[src/rtl/router_pkt_tx_if.sv]
// rtl/router_pkt_tx_if.sv - request, payload, router and status signals of the router packet source
//
// Purpose: bundles every handshake/bus signal of router_pkt_tx so the block
// and its environment connect through one port.
// Modports:
//   master - the packet source itself: takes requests, payload, busy and
//            error; drives req_ready, pl_ready, data_in, pkt_valid, sts_*.
//   slave  - the environment (request/payload producer, router, status sink).
// Signals:
//   req_valid/req_ready/req_addr[1:0]/req_len[5:0]  packet request
//   pl_data[7:0]/pl_valid/pl_ready                  payload bytes
//   data_in[7:0]/pkt_valid/busy/error               router write side
//   sts_valid/sts_code[1:0]                         per-request status

interface router_pkt_tx_if;
  logic       req_valid;
  logic       req_ready;
  logic [1:0] req_addr;
  logic [5:0] req_len;
  logic [7:0] pl_data;
  logic       pl_valid;
  logic       pl_ready;
  logic [7:0] data_in;
  logic       pkt_valid;
  logic       busy;
  logic       error;
  logic       sts_valid;
  logic [1:0] sts_code;

  modport master (
    input  req_valid, req_addr, req_len, pl_data, pl_valid, busy, error,
    output req_ready, pl_ready, data_in, pkt_valid, sts_valid, sts_code
  );

  modport slave (
    output req_valid, req_addr, req_len, pl_data, pl_valid, busy, error,
    input  req_ready, pl_ready, data_in, pkt_valid, sts_valid, sts_code
  );
endinterface

[src/rtl/router_pkt_tx.sv]
// rtl/router_pkt_tx.sv - packet source for the write side of the 1x3 router
//
// Purpose: accepts a request (addr, len), buffers the whole payload, then
// drives header, payload and parity to the router without ever dropping
// pkt_valid inside a packet, honouring busy. Afterwards it watches the
// router error line for ERR_WAIT cycles and emits one status pulse.
// Ports:
//   clk  - clock, all logic on posedge
//   rst  - asynchronous active-low reset
//   bus  - router_pkt_tx_if.master (request, payload, router, status)
// Status codes: 00 ok, 01 router reported error, 10 request rejected.

module router_pkt_tx #(
  parameter int MAX_LEN  = 63,
  parameter int ERR_WAIT = 3,
  parameter int IPG      = 2
) (
  input logic            clk,
  input logic            rst,
  router_pkt_tx_if.master bus
);

  // CHK and GAP never overlap, so one down-counter width covers both.
  localparam int WAIT_MAX = (ERR_WAIT > IPG) ? ERR_WAIT : IPG;
  localparam int WAIT_W   = $clog2(WAIT_MAX + 1);

  typedef enum logic [2:0] {IDLE, LOAD, HDR, PLD, PAR, CHK, RPT, GAP} state_t;

  state_t              state, state_n;
  logic [1:0]          addr_q, addr_n;
  logic [5:0]          len_q, len_n;
  logic [5:0]          wr_cnt, wr_n;
  logic [5:0]          rd_cnt, rd_n;
  logic [7:0]          parity, par_n;
  logic [WAIT_W-1:0]   wait_cnt, wait_n;
  logic                err_seen, err_n;
  logic [1:0]          code_q, code_n;

  logic                req_ready_q, pl_ready_q, pkt_valid_q, sts_valid_q;
  logic [7:0]          data_q;
  logic [1:0]          sts_code_q;
  logic                req_ready_d, pl_ready_d, pkt_valid_d, sts_valid_d;
  logic [7:0]          data_d;
  logic [1:0]          sts_code_d;

  logic [7:0]          buf_mem [MAX_LEN];

  logic req_fire, pl_fire;
  assign req_fire = bus.req_valid & req_ready_q & (state == IDLE);
  assign pl_fire  = bus.pl_valid & pl_ready_q & (state == LOAD);

  // Payload buffer: no reset, contents are only read after a full LOAD.
  always_ff @(posedge clk) begin
    if (pl_fire) buf_mem[wr_cnt] <= bus.pl_data;
  end

  // State, datapath and registered outputs.
  always_ff @(posedge clk or negedge rst) begin
    if (!rst) begin
      state       <= IDLE;
      addr_q      <= '0;
      len_q       <= '0;
      wr_cnt      <= '0;
      rd_cnt      <= '0;
      parity      <= '0;
      wait_cnt    <= '0;
      err_seen    <= 1'b0;
      code_q      <= '0;
      req_ready_q <= 1'b0;
      pl_ready_q  <= 1'b0;
      pkt_valid_q <= 1'b0;
      data_q      <= '0;
      sts_valid_q <= 1'b0;
      sts_code_q  <= '0;
    end else begin
      state       <= state_n;
      addr_q      <= addr_n;
      len_q       <= len_n;
      wr_cnt      <= wr_n;
      rd_cnt      <= rd_n;
      parity      <= par_n;
      wait_cnt    <= wait_n;
      err_seen    <= err_n;
      code_q      <= code_n;
      req_ready_q <= req_ready_d;
      pl_ready_q  <= pl_ready_d;
      pkt_valid_q <= pkt_valid_d;
      data_q      <= data_d;
      sts_valid_q <= sts_valid_d;
      sts_code_q  <= sts_code_d;
    end
  end

  // Next state and datapath.
  always_comb begin
    state_n = state;
    addr_n  = addr_q;
    len_n   = len_q;
    wr_n    = wr_cnt;
    rd_n    = rd_cnt;
    par_n   = parity;
    wait_n  = wait_cnt;
    err_n   = err_seen;
    code_n  = code_q;
    case (state)
      IDLE: begin
        if (req_fire) begin
          addr_n = bus.req_addr;
          len_n  = bus.req_len;
          wr_n   = '0;
          rd_n   = '0;
          err_n  = 1'b0;
          code_n = 2'b00;
          // Lengths beyond the buffer are rejected too so a smaller
          // MAX_LEN can never overrun buf_mem.
          if (bus.req_addr == 2'd3 || bus.req_len == 6'd0 ||
              int'(bus.req_len) > MAX_LEN) begin
            code_n  = 2'b10;
            state_n = RPT;
          end else begin
            state_n = LOAD;
          end
        end
      end
      LOAD: begin
        if (pl_fire) begin
          // Counter stops at len-1 instead of wrapping on the last byte.
          if (wr_cnt == len_q - 6'd1) begin
            state_n = HDR;
            par_n   = {len_q, addr_q};
          end else begin
            wr_n = wr_cnt + 6'd1;
          end
        end
      end
      HDR: begin
        if (!bus.busy) state_n = PLD;
      end
      PLD: begin
        if (!bus.busy) begin
          par_n = parity ^ buf_mem[rd_cnt];
          if (rd_cnt == len_q - 6'd1) state_n = PAR;
          else                        rd_n = rd_cnt + 6'd1;
        end
      end
      PAR: begin
        if (!bus.busy) begin
          state_n = CHK;
          wait_n  = '0;
        end
      end
      CHK: begin
        err_n = err_seen | bus.error;
        if (wait_cnt == WAIT_W'(ERR_WAIT - 1)) begin
          code_n  = (err_seen | bus.error) ? 2'b01 : 2'b00;
          state_n = RPT;
        end else begin
          wait_n = wait_cnt + 1'b1;
        end
      end
      RPT: begin
        state_n = GAP;
        wait_n  = '0;
      end
      GAP: begin
        if (wait_cnt == WAIT_W'(IPG - 1)) state_n = IDLE;
        else                              wait_n = wait_cnt + 1'b1;
      end
      default: state_n = IDLE;
    endcase
  end

  // Outputs are decoded from the next state so they come out of flops
  // aligned with the state they belong to. A stalled byte re-decodes to
  // the same value because state and counters do not move under busy.
  always_comb begin
    req_ready_d = (state_n == IDLE);
    pl_ready_d  = (state_n == LOAD);
    pkt_valid_d = (state_n == HDR) || (state_n == PLD);
    sts_valid_d = (state_n == RPT);
    sts_code_d  = (state_n == RPT) ? code_n : 2'b00;
    data_d      = 8'h00;
    case (state_n)
      HDR:     data_d = {len_n, addr_n};
      PLD:     data_d = buf_mem[rd_n];
      PAR:     data_d = par_n;
      default: data_d = 8'h00;
    endcase
  end

  assign bus.req_ready = req_ready_q;
  assign bus.pl_ready  = pl_ready_q;
  assign bus.pkt_valid = pkt_valid_q;
  assign bus.data_in   = data_q;
  assign bus.sts_valid = sts_valid_q;
  assign bus.sts_code  = sts_code_q;

endmodule

[src/flat_wrapper.sv]
// flat-port wrapper written by rule: the top's interface ports become plain ports
module router_pkt_tx_flat 
#(
  parameter int MAX_LEN  = 63,
  parameter int ERR_WAIT = 3,
  parameter int IPG      = 2
)
  (clk, rst, bus_req_valid, bus_req_addr, bus_req_len, bus_pl_data, bus_pl_valid, bus_busy, bus_error, bus_req_ready, bus_pl_ready, bus_data_in, bus_pkt_valid, bus_sts_valid, bus_sts_code);
  router_pkt_tx_if bus_i ();
  input logic clk;
  input logic rst;
  input wire logic [$bits(bus_i.req_valid)-1:0] bus_req_valid;
  input wire logic [$bits(bus_i.req_addr)-1:0] bus_req_addr;
  input wire logic [$bits(bus_i.req_len)-1:0] bus_req_len;
  input wire logic [$bits(bus_i.pl_data)-1:0] bus_pl_data;
  input wire logic [$bits(bus_i.pl_valid)-1:0] bus_pl_valid;
  input wire logic [$bits(bus_i.busy)-1:0] bus_busy;
  input wire logic [$bits(bus_i.error)-1:0] bus_error;
  output wire logic [$bits(bus_i.req_ready)-1:0] bus_req_ready;
  output wire logic [$bits(bus_i.pl_ready)-1:0] bus_pl_ready;
  output wire logic [$bits(bus_i.data_in)-1:0] bus_data_in;
  output wire logic [$bits(bus_i.pkt_valid)-1:0] bus_pkt_valid;
  output wire logic [$bits(bus_i.sts_valid)-1:0] bus_sts_valid;
  output wire logic [$bits(bus_i.sts_code)-1:0] bus_sts_code;
  assign bus_i.req_valid = bus_req_valid;
  assign bus_i.req_addr = bus_req_addr;
  assign bus_i.req_len = bus_req_len;
  assign bus_i.pl_data = bus_pl_data;
  assign bus_i.pl_valid = bus_pl_valid;
  assign bus_i.busy = bus_busy;
  assign bus_i.error = bus_error;
  assign bus_req_ready = bus_i.req_ready;
  assign bus_pl_ready = bus_i.pl_ready;
  assign bus_data_in = bus_i.data_in;
  assign bus_pkt_valid = bus_i.pkt_valid;
  assign bus_sts_valid = bus_i.sts_valid;
  assign bus_sts_code = bus_i.sts_code;
  router_pkt_tx #(.MAX_LEN(MAX_LEN), .ERR_WAIT(ERR_WAIT), .IPG(IPG)) u_core (.clk(clk), .rst(rst), .bus(bus_i));
endmodule
[config.mk]
export PLATFORM = sky130hd
export DESIGN_NAME = router_pkt_tx_flat
export DESIGN_NICKNAME = d
export VERILOG_FILES = /design/src/rtl/router_pkt_tx_if.sv /design/src/rtl/router_pkt_tx.sv /design/src/flat_wrapper.sv
export SDC_FILE = /design/constraint.sdc
export NUM_CORES = 1
export LEC_CHECK = 0
export BUFFER_PORTS_ARGS = -buffer_cell sky130_fd_sc_hd__buf_2
export CORE_ASPECT_RATIO = 1.75
export CORE_MARGIN = 1.5
export CORE_UTILIZATION = 28
export DETAILED_ROUTE_END_ITERATION = 10
export HOLD_SLACK_MARGIN = 0.08
export PLACE_DENSITY = 0.46
export SYNTH_ARGS = -nofsm -noshare
export SYNTH_HDL_FRONTEND = slang
export SYNTH_SLANG_ARGS = --single-unit
[constraint.sdc]
create_clock -name clk -period 5.6 [get_ports clk]
set_clock_uncertainty 0.15 [all_clocks]
set_input_delay 0.28 -clock clk [delete_from_list [all_inputs] [get_ports clk]]
set_output_delay 0.28 -clock clk [all_outputs]
set_load 0.02 [all_outputs]
# After elaboration in Yosys (flattened, before gate mapping)
# Memories as Yosys holds them, arrays and structs flattened.
# Index checks and enable logic that the tools add are counted.
# op_classes
add_sub_neg	4
n_mul	0
n_div	0
magnitude_cmp	0
n_eq_ne	23
shift	0
mux	42
bitwise_logic	6
n_reduce_logical	11
# ops
operator	n
6-bit two-way mux	8
3-bit two-way mux	10
8-bit two-way mux	3
3-bit one-hot mux with 8 select lines	1
6-bit one-hot mux with 2 select lines	2
8-bit one-hot mux with 3 select lines	1
3-bit == test, second input constant	6
2-bit two-way mux	9
8-bit one-hot mux with 2 select lines	1
6-bit by 1-bit adder with 6-bit output, second input constant	2
3-bit by 2-bit == test with 1-bit output, second input constant	4
6-bit == test	2
2-bit inequality test, second input constant	4
2-bit one-hot mux with 4 select lines	1
4-bit AND reduction	2
8-bit XOR	1
3-bit by 1-bit == test with 1-bit output, second input constant	2
3-bit logical NOT	2
6-bit logical NOT	1
6-bit by 1-bit subtractor with 6-bit output, second input constant	1
1-bit bitwise AND	4
2-bit == test, second input constant	2
1-bit two-way mux	4
2-bit by 1-bit inequality test with 1-bit output, second input constant	2
9 further kinds	11
# word_totals
register_bits	50
latchBits	0
ram_bits	504
romBits	0
inputBits	22
output_inout_bits	14
word_cells	102
mem_count	1
# memory_table
name	depth	width	rd	rd_ports_with_merged_regs	wr	line	rtl
u_core.buf_mem	63	8	2	0	1	router_pkt_tx.sv:46	logic [7:0] buf_mem [MAX_LEN];

# Logic depth before layout (Yosys ltp)
# depth
ltp_word	7
mapped_depth	17
mapped_depth_nobuf	13

# Worst setup path after synthesis
# OpenSTA, ideal clock, no wires.
# synth_timing
kind	reg-to-reg
startpoint	register u_core.rd_cnt[0]
endpoint	register u_core.data_q[3] (netlist: u_core.bus.data_in[3])
setup_time_ps	120
t_arrival_ps	3537
required_ps	5330
setup_slack_ps	1793
path_stages_with_launch	12
path_buffers	2
period_less_slack_ps	3807
path_cell_list	dfrtp_1 > buf_2 > buf_1 > mux4_2 > mux4_2 > mux4_2 > nand2_1 > mux2_2 > a222oi_1 > inv_1 > a32o_1 > a31o_1
# synth_via
word_cells_on_any_way	17
classes_between	1 x add/sub; 4 x eq/ne; 10 x mux; 1 x bitwise; 1 x memory
# synth_rtl
element	line	rtl
start: declaration	router_pkt_tx.sv:33	logic [5:0] rd_cnt, rd_n;
start signal: assignment	router_pkt_tx.sv:80	rd_cnt <= rd_n;
memory read 63 x 8 bit	n/a	
8-bit XOR	router_pkt_tx.sv:141	par_n = parity ^ buf_mem[rd_cnt];
8-bit two-way mux	router_pkt_tx.sv:140	if (!bus.busy) begin
8-bit one-hot mux with 2 select lines	router_pkt_tx.sv:105	case (state)
net u_core.par_n[3]	router_pkt_tx.sv:34	logic [7:0] parity, par_n;
8-bit one-hot mux with 3 select lines	router_pkt_tx.sv:183	case (state_n)
net u_core.data_d[3]	router_pkt_tx.sv:43	logic [7:0] data_d;
end signal: assignment	router_pkt_tx.sv:88	data_q <= data_d;
end: declaration	router_pkt_tx.sv:40	logic [7:0] data_q;
# The timed path passes the listed nets, and every way through them passes these cells.
# A chain may end at the register's enable or synchronous reset.

# Worst setup path after layout
# layout_timing
startpoint	register u_core.rd_cnt[5]
endpoint	register u_core.data_q[7] (netlist: u_core.bus.data_in[7])
# layout_via
elab_chain_cells	6
word_cells_on_any_way	17
classes_between	1 x add/sub; 4 x eq/ne; 10 x mux; 1 x bitwise; 1 x memory
# layout_lines
element	line	rtl
6-bit by 1-bit adder with 6-bit output or 6-bit == test (tied branches)	router_pkt_tx.sv:143, router_pkt_tx.sv:142	
6-bit two-way mux or 3-bit two-way mux (tied branches)	router_pkt_tx.sv:142	if (rd_cnt == len_q - 6'd1) state_n = PAR;
6-bit two-way mux or 3-bit two-way mux (tied branches)	router_pkt_tx.sv:140	
6-bit one-hot mux with 2 select lines or 3-bit one-hot mux with 8 select lines (tied branches)	router_pkt_tx.sv:105	
memory read 63 x 8 bit, or another cell as far along	n/a	
8-bit one-hot mux with 3 select lines *	router_pkt_tx.sv:183	
net u_core.data_d[7]	router_pkt_tx.sv:43	
# The timed path passes the listed nets; every way through them passes the cells marked *.

==> results_dict.tcl <==
set metrics [dict create \
    synth_xor_xnor_area_share_pct 0.8772 \
    cp.required_ps 5980 \
    utilization_pct 32.16 \
    netlist_instances 2057 \
    ys_ff_latch 552 \
    grt_max_degree 113 \
    rsz0062_at_grt "no" \
    area_growth_pct 13.84 \
    postRouteWirelength_um 112200 \
    ant_nets 0 \
    num-nets-final 2122 \
    grt_pass1_vias 19790 \
    clk_path_buf_depth 3 \
    synthAdderAreaFrac_pct 0.2261 \
    final_common_cell "edfxtp_1" \
    cts_setup_buffers 0 \
    yosysUniqueCellTypes 82 \
    route.vias.total 19440 \
    final_cell_area_um2 31500 \
    cts.sinks 552 \
    max-cap-violations 0 \
    power.density_nw_per_um2 470.4 \
    worst-setup-path-type "flip-flop to flip-flop" \
    slew_headroom_pct 12.00 \
    antenna_found_initial 5 \
    muxShareOfSynthArea_pct 17.19 \
    synthSimpleGateAreaFrac_pct 10.13 \
    setup_viol 0 \
    drc_errors 0 \
    fin_crit_sh_pct 95.53 \
    cp_max_fo 53 \
    crit_chain "inv_2 -> xnor3_1 -> o21ai_4 -> a21oi_4 -> inv_8 -> buf_4 -> a211oi_1 -> a311oi_1 -> a2111oi_0 -> buf_4 -> nor4_1 -> a221o_1" \
    finalHoldViolCount 0 \
    clk_latency_ps 620 \
    fp.dieW_um 240.6 \
    worstSetupEndpointType "flip-flop" \
    worst_slew_pin_slew_ps 1320 \
    io_pins 36 \
    yosysWarnings 0 \
    num_rows 152 \
    syn_nets 2084 \
    firstDrtPassIters 6 \
    grt.overflow.total 0 \
    placedCellCount 3341 \
    place_congestion 0.9621 \
    crit_path_frequent_cell "buf_4" \
    io_buffers 35 \
    fp.dieH_um 418.9 \
    synth_ff_type "edfxtp_1" \
    cpPeakStageDelay_ps 950 \
    track_usage_pct 22.24 \
    finalNonFillerCells 3450 \
    vias_per_cell 5.636 \
    grt_pass1_wl_um 155700 \
    drtIter0Drc 1934 \
    worstHoldPathType "input pin to async pin" \
    synth-compound-area-share_pct 9.247 \
    total_power_w 0.01482 \
    synth-edff-count 504 \
    peakVddDrop_uv 324.7 \
    avgSynthCellArea_um2 13.45 \
    setup-tns-final_ps 0 \
    critical_path.slowest_cell "dfrtp_1" \
    initial_utilization_pct 28.25 \
    place_area_um2 29600 \
    cts_tree "done" \
    wl_per_cell_um 32.51 \
    start_kind "flip-flop" \
    cts_buffers 51 \
    cp_data_arrival_time_ps 5730 \
    period_minus_slack_ps 5350 \
    core_um2 97940 \
    clk_pin_slew_ps 80 \
    die_area_um2 100800 \
    htree_levels 2 \
    drive_above_1_share_pct 20.02 \
    p_leak_nw 10.33 \
    root_buffer "clkbuf_16" \
    fillCellCount 9629 \
    synth_async_sr_flop_share_pct 8.696 \
    yosysSeqAreaShare_pct 59.04 \
    hpwl_um 78710 \
    maxSlewViolCount 0 \
    synth_top_family_by_area "multiplexers" \
    mostFrequentLayoutCells "edfxtp_1 (504), nand2_1 (328), mux4_2 (155)" \
    status "completed" \
    syn-cell-area_um2 27670 \
    fmax_mhz 186.9 \
]
==> synth_stat cells (all sizes together), types with 47 or more instances <==
cell	instances	share of area, %
a211oi	56	1.6
buf	84	1.7
nand2	329	4.5
a21oi	52	0.99
clkbuf	68	0.92
nor2	141	1.9
mux2i	96	3.5
inv	47	0.65
dfrtp	48	4.3
mux4	155	13
nand3	92	1.7
edfxtp	504	55
==> sequential cells by signal (all words and copies together) (netlist names) <==
signal	count
u_core.bus.data_in	8
u_core.wr_cnt	6
u_core.bus.req_ready	1
u_core.wait_cnt	2
u_core.bus.sts_code	2
u_core.parity	8
u_core.addr_q	2
u_core.bus.sts_valid	1
u_core.len_q	6
u_core.bus.pl_ready	1
u_core.err_seen	1
u_core.state	3
u_core.bus.pkt_valid	1
u_core.rd_cnt	6
u_core.buf_mem	504
==> final cells by class <==
cell class	instances	area, µm²	share of cell area, %
Timing Repair Buffer	137	1066	3.384
Antenna cell	3	7.507	0.02383
Clock buffer	62	1379	4.377
Clock inverter	34	416.7	1.323
Multi-Input combinational cell	1305	10460	33.20
Tap cell	1309	1638	5.200
Sequential cell	552	16340	51.89
Inverter	48	188.9	0.5998
==> critical path: cells and delay by family (launching register included) <==
family                 cells  cell delay, ps
flip-flops                 1             950
buffers and inverters      4            1340
XOR/XNOR                   1             590
AND/OR/NAND/NOR            1             650
AO/OA/AOI/OAI              6            1500
==> per-stage QoR <==
| stage | setup slack (ps) | hold WS, ps |
|---|---|---|
| final | 250.1 | 175.6 |
| after global routing | 249.2 | 172.3 |
| after CTS | 280.4 | 126.7 |
| after detailed placement | 344.6 | 324.3 |
| after global placement | 339.6 | 329.3 |
| after floorplan | 1793 | -165.6 |
==> layer usage <==
layer  GRT usage (%)  wire length, µm
met2           39.96            58150
met4           17.70            10460
met1           23.24            37930
met3           2.568             5601
met5               0               35
==> worst paths after layout <==
kind,slack [ps],cells after the start,startpoint,endpoint
worst min-delay path,180,3,rst,u_core.len_q[5]
worst max-delay path,250,12,u_core.rd_cnt[5],u_core.bus.data_in[7]
worst min register to register,360,2,u_core.err_seen,u_core.bus.sts_code[0]
max in group asynchronous,4490,3,rst,u_core.rd_cnt[1]
worst max register to register,250,12,u_core.rd_cnt[5],u_core.bus.data_in[7]
min in group clk,180,3,bus_busy,u_core.bus.pkt_valid
==> power by group <==
group	internal (W)	switching [W]	leakage [nW]
sequential	0.00463	0.000254	5.14
combinational	0.00225	0.00386	4.34
clock	0.00214	0.00169	0.847
total	0.00901	0.00580	10.3
==> timing repair <==
action,in CTS,in global routing
gates resized for setup,0,0
endpoints found under the hold margin,59,0
hold buffers,10,0
==> logic make-up after synthesis <==
family	after synthesis
buf+inv	200
fa+ha+maj	5
compound gates	351
flops	552
xor+xnor	23
simple gates	648
mux	278
No activity file was read; power rests on OpenSTA's default activity.
